[config.mk]
export PLATFORM = sky130hd
export DESIGN_NAME = qspi_multi_ce_engine_flat
export DESIGN_NICKNAME = d
export VERILOG_FILES = /design/src/rtl/qspi_multi_ce_engine_if.sv /design/src/rtl/qspi_multi_ce_engine.sv /design/src/flat_wrapper.sv
export SDC_FILE = /design/constraint.sdc
export NUM_CORES = 1
export LEC_CHECK = 0
export CORE_MARGIN = 1
export CORE_UTILIZATION = 35
export DETAILED_ROUTE_END_ITERATION = 16
export HOLD_SLACK_MARGIN = 0.15
export PLACE_DENSITY = 0.7
export SYNTH_ARGS = -nofsm -noshare
export SYNTH_HDL_FRONTEND = slang
export SYNTH_SLANG_ARGS = --single-unit
export TNS_END_PERCENT = 20
[constraint.sdc]
create_clock -name clk -period 1.81 [get_ports clk]
set_input_delay 0.2715 -clock clk [delete_from_list [all_inputs] [get_ports clk]]
set_output_delay 0.2715 -clock clk [all_outputs]
set_load 0.1 [all_outputs]
[src/rtl/qspi_multi_ce_engine_if.sv]
// Bus bundle for qspi_multi_ce_engine.
// Groups the byte request/response handshake and the shared QSPI pad signals.
//   slave  : the engine (consumes requests and sio_i, drives responses and pads)
//   master : the requesting controller plus the pad/device side
interface qspi_multi_ce_engine_if #(
   parameter int NUM_CE    = 2,
   parameter int DIV_WIDTH = 4
);
   localparam int CE_W = (NUM_CE > 1) ? $clog2(NUM_CE) : 1;

   logic [DIV_WIDTH-1:0] div;
   logic                 req_valid;
   logic                 req_ready;
   logic [CE_W-1:0]      req_ce;
   logic                 req_quad;
   logic                 req_dir;
   logic [7:0]           req_wdata;
   logic                 req_last;
   logic                 rsp_valid;
   logic [7:0]           rsp_rdata;
   logic [NUM_CE-1:0]    ce_n;
   logic [NUM_CE-1:0]    sclk;
   logic [3:0]           sio_o;
   logic [3:0]           sio_i;
   logic [3:0]           sio_oe;
   logic                 busy;

   modport slave (
      input  div, req_valid, req_ce, req_quad, req_dir, req_wdata, req_last, sio_i,
      output req_ready, rsp_valid, rsp_rdata, ce_n, sclk, sio_o, sio_oe, busy
   );

   modport master (
      output div, req_valid, req_ce, req_quad, req_dir, req_wdata, req_last, sio_i,
      input  req_ready, rsp_valid, rsp_rdata, ce_n, sclk, sio_o, sio_oe, busy
   );
endinterface

[src/rtl/qspi_multi_ce_engine.sv]
// Byte-transfer engine driving one shared 4-lane SIO bus to NUM_CE devices,
// each with its own active-low CE and its own mode-0 SCLK.
// Ports:
//   clk    system clock
//   reset  synchronous active-high reset
//   bus    qspi_multi_ce_engine_if.slave: div, req_* handshake, rsp_* response,
//          ce_n/sclk per device, sio_o/sio_i/sio_oe pads, busy
//
// state   | meaning
// --------+-----------------------------------------------------------
// IDLE    | all CE high, ready for a request
// SHIFT   | byte in flight, SCLK toggling every H = div+1 cycles
// HOLD    | CE low, SCLK low, waiting for the next byte
// GAP     | all CE high for H cycles; pend selects SHIFT or IDLE after
module qspi_multi_ce_engine #(
   parameter int NUM_CE    = 2,
   parameter int DIV_WIDTH = 4
) (
   input logic                    clk,
   input logic                    reset,
   qspi_multi_ce_engine_if.slave  bus
);
   localparam int CE_W = (NUM_CE > 1) ? $clog2(NUM_CE) : 1;
   localparam logic [CE_W:0] NUM_CE_L = (CE_W+1)'(NUM_CE);

   localparam logic [1:0] S_IDLE  = 2'd0;
   localparam logic [1:0] S_SHIFT = 2'd1;
   localparam logic [1:0] S_HOLD  = 2'd2;
   localparam logic [1:0] S_GAP   = 2'd3;

   logic [1:0]           state;
   logic [DIV_WIDTH-1:0] div_q;
   logic [DIV_WIDTH-1:0] cnt;
   logic                 quad_q;
   logic                 dir_q;
   logic                 last_q;
   logic [CE_W-1:0]      ce_q;
   logic                 ce_on;
   logic                 pend;
   logic [3:0]           tog;
   logic                 sclk_q;
   logic [7:0]           sh;
   logic [7:0]           rx;
   logic                 rsp_valid_q;
   logic [7:0]           rsp_rdata_q;

   logic                 ready;
   logic                 accept;
   logic                 ce_ok;

   assign ready  = (state == S_IDLE) || (state == S_HOLD);
   assign accept = bus.req_valid && ready;
   assign ce_ok  = {1'b0, bus.req_ce} < NUM_CE_L;

   always_ff @(posedge clk) begin
      if (reset) begin
         state       <= S_IDLE;
         div_q       <= '0;
         cnt         <= '0;
         quad_q      <= 1'b0;
         dir_q       <= 1'b0;
         last_q      <= 1'b0;
         ce_q        <= '0;
         ce_on       <= 1'b0;
         pend        <= 1'b0;
         tog         <= '0;
         sclk_q      <= 1'b0;
         sh          <= '0;
         rx          <= '0;
         rsp_valid_q <= 1'b0;
         rsp_rdata_q <= '0;
      end else begin
         rsp_valid_q <= 1'b0;

         // Everything a byte needs is captured at accept, so a later div
         // change cannot disturb it; cnt doubles as the GAP length counter.
         if (accept) begin
            div_q  <= bus.div;
            cnt    <= bus.div;
            quad_q <= bus.req_quad;
            dir_q  <= bus.req_dir;
            last_q <= bus.req_last;
            sh     <= bus.req_wdata;
            tog    <= bus.req_quad ? 4'd3 : 4'd15;
            sclk_q <= 1'b0;
         end

         case (state)
            S_IDLE: begin
               if (accept) begin
                  if (ce_ok) begin
                     ce_q  <= bus.req_ce;
                     ce_on <= 1'b1;
                     state <= S_SHIFT;
                  end else begin
                     rsp_valid_q <= 1'b1;
                     rsp_rdata_q <= 8'hFF;
                  end
               end
            end

            S_SHIFT: begin
               if (cnt == '0) begin
                  cnt    <= div_q;
                  sclk_q <= ~sclk_q;
                  if (!sclk_q) begin
                     rx <= quad_q ? {rx[3:0], bus.sio_i} : {rx[6:0], bus.sio_i[1]};
                  end else begin
                     sh <= quad_q ? {sh[3:0], 4'b0000} : {sh[6:0], 1'b0};
                  end
                  if (tog == '0) begin
                     rsp_valid_q <= 1'b1;
                     rsp_rdata_q <= rx;
                     if (last_q) begin
                        ce_on <= 1'b0;
                        pend  <= 1'b0;
                        state <= S_GAP;
                     end else begin
                        state <= S_HOLD;
                     end
                  end else begin
                     tog <= tog - 1'b1;
                  end
               end else begin
                  cnt <= cnt - 1'b1;
               end
            end

            S_HOLD: begin
               if (accept) begin
                  if (!ce_ok) begin
                     rsp_valid_q <= 1'b1;
                     rsp_rdata_q <= 8'hFF;
                     ce_on       <= 1'b0;
                     pend        <= 1'b0;
                     state       <= S_GAP;
                  end else if (bus.req_ce == ce_q) begin
                     state <= S_SHIFT;
                  end else begin
                     ce_on <= 1'b0;
                     ce_q  <= bus.req_ce;
                     pend  <= 1'b1;
                     state <= S_GAP;
                  end
               end
            end

            default: begin
               if (cnt == '0) begin
                  if (pend) begin
                     ce_on <= 1'b1;
                     cnt   <= div_q;
                     pend  <= 1'b0;
                     state <= S_SHIFT;
                  end else begin
                     state <= S_IDLE;
                  end
               end else begin
                  cnt <= cnt - 1'b1;
               end
            end
         endcase
      end
   end

   logic [NUM_CE-1:0] ce_n_c;
   logic [NUM_CE-1:0] sclk_c;

   always_comb begin
      ce_n_c = '1;
      sclk_c = '0;
      for (int i = 0; i < NUM_CE; i++) begin
         if (ce_on && (ce_q == CE_W'(i))) begin
            ce_n_c[i] = 1'b0;
            sclk_c[i] = sclk_q;
         end
      end
   end

   logic       lanes_on;
   logic [3:0] oe_c;
   logic [3:0] out_c;

   // HOLD keeps the byte's lane direction so oe only moves while SCLK is low.
   assign lanes_on = (state == S_SHIFT) || (state == S_HOLD);

   always_comb begin
      oe_c  = 4'b0000;
      out_c = 4'b0000;
      if (lanes_on) begin
         if (quad_q) oe_c = dir_q ? 4'b1111 : 4'b0000;
         else        oe_c = 4'b0001;
      end
      if (state == S_SHIFT) begin
         if (quad_q) out_c = dir_q ? sh[7:4] : 4'b0000;
         else        out_c = {3'b000, sh[7]};
      end
   end

   assign bus.req_ready = ready;
   assign bus.rsp_valid = rsp_valid_q;
   assign bus.rsp_rdata = rsp_rdata_q;
   assign bus.ce_n      = ce_n_c;
   assign bus.sclk      = sclk_c;
   assign bus.sio_o     = out_c;
   assign bus.sio_oe    = oe_c;
   assign bus.busy      = ce_on || (state == S_SHIFT) || ((state == S_GAP) && pend);
endmodule

[src/flat_wrapper.sv]
// flat-port wrapper written by rule: the top's interface ports become plain ports
module qspi_multi_ce_engine_flat 
#(
   parameter int NUM_CE    = 2,
   parameter int DIV_WIDTH = 4
)
  (clk, reset, bus_div, bus_req_valid, bus_req_ce, bus_req_quad, bus_req_dir, bus_req_wdata, bus_req_last, bus_sio_i, bus_req_ready, bus_rsp_valid, bus_rsp_rdata, bus_ce_n, bus_sclk, bus_sio_o, bus_sio_oe, bus_busy);
  qspi_multi_ce_engine_if #(.NUM_CE(NUM_CE), .DIV_WIDTH(DIV_WIDTH)) bus_i ();
  input logic clk;
  input logic reset;
  input wire logic [$bits(bus_i.div)-1:0] bus_div;
  input wire logic [$bits(bus_i.req_valid)-1:0] bus_req_valid;
  input wire logic [$bits(bus_i.req_ce)-1:0] bus_req_ce;
  input wire logic [$bits(bus_i.req_quad)-1:0] bus_req_quad;
  input wire logic [$bits(bus_i.req_dir)-1:0] bus_req_dir;
  input wire logic [$bits(bus_i.req_wdata)-1:0] bus_req_wdata;
  input wire logic [$bits(bus_i.req_last)-1:0] bus_req_last;
  input wire logic [$bits(bus_i.sio_i)-1:0] bus_sio_i;
  output wire logic [$bits(bus_i.req_ready)-1:0] bus_req_ready;
  output wire logic [$bits(bus_i.rsp_valid)-1:0] bus_rsp_valid;
  output wire logic [$bits(bus_i.rsp_rdata)-1:0] bus_rsp_rdata;
  output wire logic [$bits(bus_i.ce_n)-1:0] bus_ce_n;
  output wire logic [$bits(bus_i.sclk)-1:0] bus_sclk;
  output wire logic [$bits(bus_i.sio_o)-1:0] bus_sio_o;
  output wire logic [$bits(bus_i.sio_oe)-1:0] bus_sio_oe;
  output wire logic [$bits(bus_i.busy)-1:0] bus_busy;
  assign bus_i.div = bus_div;
  assign bus_i.req_valid = bus_req_valid;
  assign bus_i.req_ce = bus_req_ce;
  assign bus_i.req_quad = bus_req_quad;
  assign bus_i.req_dir = bus_req_dir;
  assign bus_i.req_wdata = bus_req_wdata;
  assign bus_i.req_last = bus_req_last;
  assign bus_i.sio_i = bus_sio_i;
  assign bus_req_ready = bus_i.req_ready;
  assign bus_rsp_valid = bus_i.rsp_valid;
  assign bus_rsp_rdata = bus_i.rsp_rdata;
  assign bus_ce_n = bus_i.ce_n;
  assign bus_sclk = bus_i.sclk;
  assign bus_sio_o = bus_i.sio_o;
  assign bus_sio_oe = bus_i.sio_oe;
  assign bus_busy = bus_i.busy;
  qspi_multi_ce_engine #(.NUM_CE(NUM_CE), .DIV_WIDTH(DIV_WIDTH)) u_core (.clk(clk), .reset(reset), .bus(bus_i));
endmodule
==> impl_metrics.tcl <==
set metrics [dict create \
    run_status "finished, violations left" \
    violations "setup timing" \
    wl_met3_microns 285 \
    overflow 0 \
    p_leak_nw 1.29 \
    drive_gt1_share_pct 28.2 \
    crit_chain "inv_4 > ha_4 > buf_6 > and3_4 > and2_2 > buf_12" \
    ant_nets 0 \
    clockBufferDepth 2 \
    synth_area_leaders "dfxtp_1 37%, nand2_1 7.0%, a21oi_1 6.7%" \
    grt_pass1_vias 2182 \
    cts-buffers-inserted 5 \
    routed_via_density 5.21 \
    drc_errors 0 \
    reg2reg_depth 6 \
    finalHoldViolations 0 \
    required_ns 1.54 \
    cpPeakStageDelay_ns 0.38 \
    reg2reg_slack_ns 0.09 \
    diodes 0 \
    yosysTopAreaCellShare_pct 37.3 \
    grt_max_degree 47 \
    port_buffers 45 \
    place_congestion 0.914 \
    r2r-end "u_core.pend$_SDFFE_PP0P_" \
    finalCritPeriodShare_pct 101 \
    synth_top_area_cell "dfxtp_1" \
    crit_type "reg -> out" \
    synthesis.nets 328 \
    synthDistinctLibCells 52 \
    dp_hpwl_mm 4.33 \
    dieArea_sq_mm 0.00740 \
    finalSetupViolCount 3 \
    powerDensity_mw_per_mm2 1570 \
    max_freq_mhz 545 \
    core_area_sq_mm 0.00679 \
    final_util_pct 52.3 \
    min_period_ns 1.83 \
    io_pins 46 \
    whs_path_depth 2 \
    crit_family "flip-flops" \
    rows 30 \
    syn_inst 298 \
    avgSynthCellArea_sq_um 8.29 \
    cp_num_buf_inv 3 \
    clock_latency_ns 0.30 \
    ys_ff_latch 46 \
    drv_slew 0 \
    max-slew-margin-rel_pct 74.3 \
    synth_common_cells "46 x dfxtp_1, 46 x nand2_1, 33 x a21oi_1, 19 x nor2_1, 16 x a211oi_1" \
    synthArstFlopShare_pct 0 \
    top_layer "met4" \
    drv_cap 0 \
    finalWirelength_mm 6.14 \
    cts-root-buf "clkbuf_8" \
    crit_slowest_cell "dfxtp_4" \
    vias 2364 \
    worstHoldStart "u_core.bus.rsp_rdata[7]$_SDFFE_PP0P_" \
    yosysWarnings 0 \
    place_ws_ns -0.0252 \
    num-nets-final 387 \
    firstDrtPassIters 4 \
    fillCellCount 618 \
    ys.flop_type "dfxtp_1" \
    clkTransAtPathRegs_ns 0.09 \
    wl_met1_mm 2.85 \
    syn2layout_area_growth_pct 43.9 \
    dr_wl_met2_mm 2.95 \
    cts_tree "built" \
    rsz0062_at_grt "true" \
    worst_pin_slew_ns 0.386 \
    synth_edf_count 0 \
    holdCritPathClass "reg -> reg" \
    crit_arrival_ns 1.56 \
    track_usage_pct 17.3 \
    cts.sinks 46 \
    r2r_start "u_core.tog[1]$_SDFF_PP0_" \
    path_max_fanout 6 \
    initial_utilization_pct 36.4 \
    postCtsHoldBufs 0 \
    end_kind "output port" \
    grt_antenna_before_repair 0 \
    worst_clock_skew_ns 0.00677 \
    hold_end "u_core.bus.rsp_rdata[7]$_SDFFE_PP0P_" \
    die_y_microns 86.0 \
    worst_slack_ns -0.0234 \
    ir_drop_uv 722 \
    netlist_area_sq_mm 0.00247 \
    die_w_microns 86.0 \
    hold_ws_ns 0.460 \
    ys_seq_area_share_pct 37.3 \
    cts_max_level 2 \
    wire_per_inst_microns 13.5 \
    grt_pass1_wl_mm 10.3 \
    start_kind "flop" \
    drtIter0Drc 90 \
]
-- layer usage --
| layer | up-vias | track usage [%] |
|---|---|---|
| li1 | 1183 | - |
| met1 | 1114 | 22.8 |
| met2 | 63 | 29.0 |
| met3 | 4 | 3.08 |
| met4 | 0 | 4.55 |
| met5 | - | 0 |
-- flip-flops by register name (all words and copies together), names as in the netlist --
register / cells
u_core.ce_q: 1
u_core.ce_on: 1
u_core.div_q: 4
u_core.dir_q: 1
u_core.pend: 1
u_core.last_q: 1
u_core.state: 2
u_core.rx: 8
u_core.sclk_q: 1
u_core.quad_q: 1
u_core.bus.rsp_rdata: 8
u_core.bus.rsp_valid: 1
u_core.tog: 4
u_core.sh: 8
u_core.cnt: 4
-- stage by stage --
step | TNS (ns) | instance area, sq um | power (W) | instances
final | -0.0687 | 3560 | 0.00559 | 454
after global routing | -0.269 | 3560 | 0.00594 | 454
after CTS | -0.0897 | 3510 | 0.00547 | 454
after detailed placement | -0.0392 | 3330 | 0.00458 | 442
after global placement | -0.0178 | 3330 | 0.00453 | 442
after floorplan | -2.21 | 2520 | 0.00360 | 298
-- worst max path at each step --
stage,cells past startpoint,end,start,slack (ns)
2_1_floorplan,7,u_core.cnt[3]$_SDFF_PP0_,u_core.state[0]$_SDFFE_PP0P_,-0.30
3_3_place_gp,7,u_core.state[1]$_SDFFE_PP0P_,u_core.cnt[1]$_SDFF_PP0_,-0.02
3_5_place_dp,7,u_core.sh[5]$_SDFF_PP0_,u_core.cnt[1]$_SDFF_PP0_,-0.03
4_1_cts,6,bus_sio_o[3],u_core.state[1]$_SDFFE_PP0P_,-0.03
5_1_grt,6,bus_sio_o[2],u_core.state[1]$_SDFFE_PP0P_,-0.06
6_report,6,bus_sio_o[3],u_core.state[1]$_SDFFE_PP0P_,-0.02
-- where the power goes --
group / switching, W / leakage [nW] / internal [W]
logic: 0.00176 / 0.863 / 0.00149
registers: 0.000288 / 0.377 / 0.00129
clock network: 0.000359 / 0.0514 / 0.000412
total: 0.00240 / 1.29 / 0.00318
-- timing repair --
item	CTS	global route
pin swaps	2	4
endpoints found under the setup margin	15	28
setup buffers	4	0
gates resized for setup	11	13
-- tightest hold or removal path, cell delays in order, from the launching register on --
cell and delay [ns]:
dfxtp_1 0.32, nand2_1 0.05, a21oi_1 0.05
-- area by class of cell --
| cell class | instances | area, sq um | share of cell area (%) |
|---|---|---|---|
| multi-input combinational | 218 | 1510 | 42.4 |
| sequential | 46 | 928 | 26.1 |
| timing repair buffer | 76 | 846 | 23.8 |
| tap | 96 | 120 | 3.38 |
| clock buffer | 6 | 72.6 | 2.04 |
| inverter | 10 | 43.8 | 1.23 |
| clock inverter | 2 | 37.5 | 1.06 |
-- cell families (layout without fill, tap and decap cells) --
group | after synthesis | in the layout | share of synthesized area (%)
and+or+nand+nor | 113 | 113 | 22.4
AOI/OAI and AO/OA | 81 | 81 | 22.7
DFF | 46 | 46 | 37.3
xor gates and xnor gates | 2 | 2 | 0.709
adders and majority gates | 7 | 7 | 3.54
muxes | 15 | 15 | 6.84
buffers and inverters | 34 | 94 | 6.53
-- layout by cell type (no fill, tap or decap), types with 2 or more instances in the layout --
cell	count
mux2i_1	9
inv_1	8
dfxtp_4	2
and2_2	3
nor2_2	2
and3_4	2
a211o_1	3
nor4_1	2
a211oi_2	2
buf_4	35
nand2_1	44
a21oi_1	33
nor3_1	6
or3b_4	2
a211oi_1	14
nand4b_1	5
buf_6	2
nor2b_1	7
xnor2_1	2
mux2_2	5
clkdlybuf4s50_1	22
clkinvlp_4	2
nand2b_1	3
buf_12	17
dfxtp_1	44
a21boi_4	2
a21o_1	3
ha_1	3
nand2_2	2
nor2_1	17
ha_2	3
a311oi_1	4
nor3b_1	2
o21ai_0	2
nand3_1	10
o21ai_2	2
clkbuf_8	5
Power figures use the tool's default switching activity.
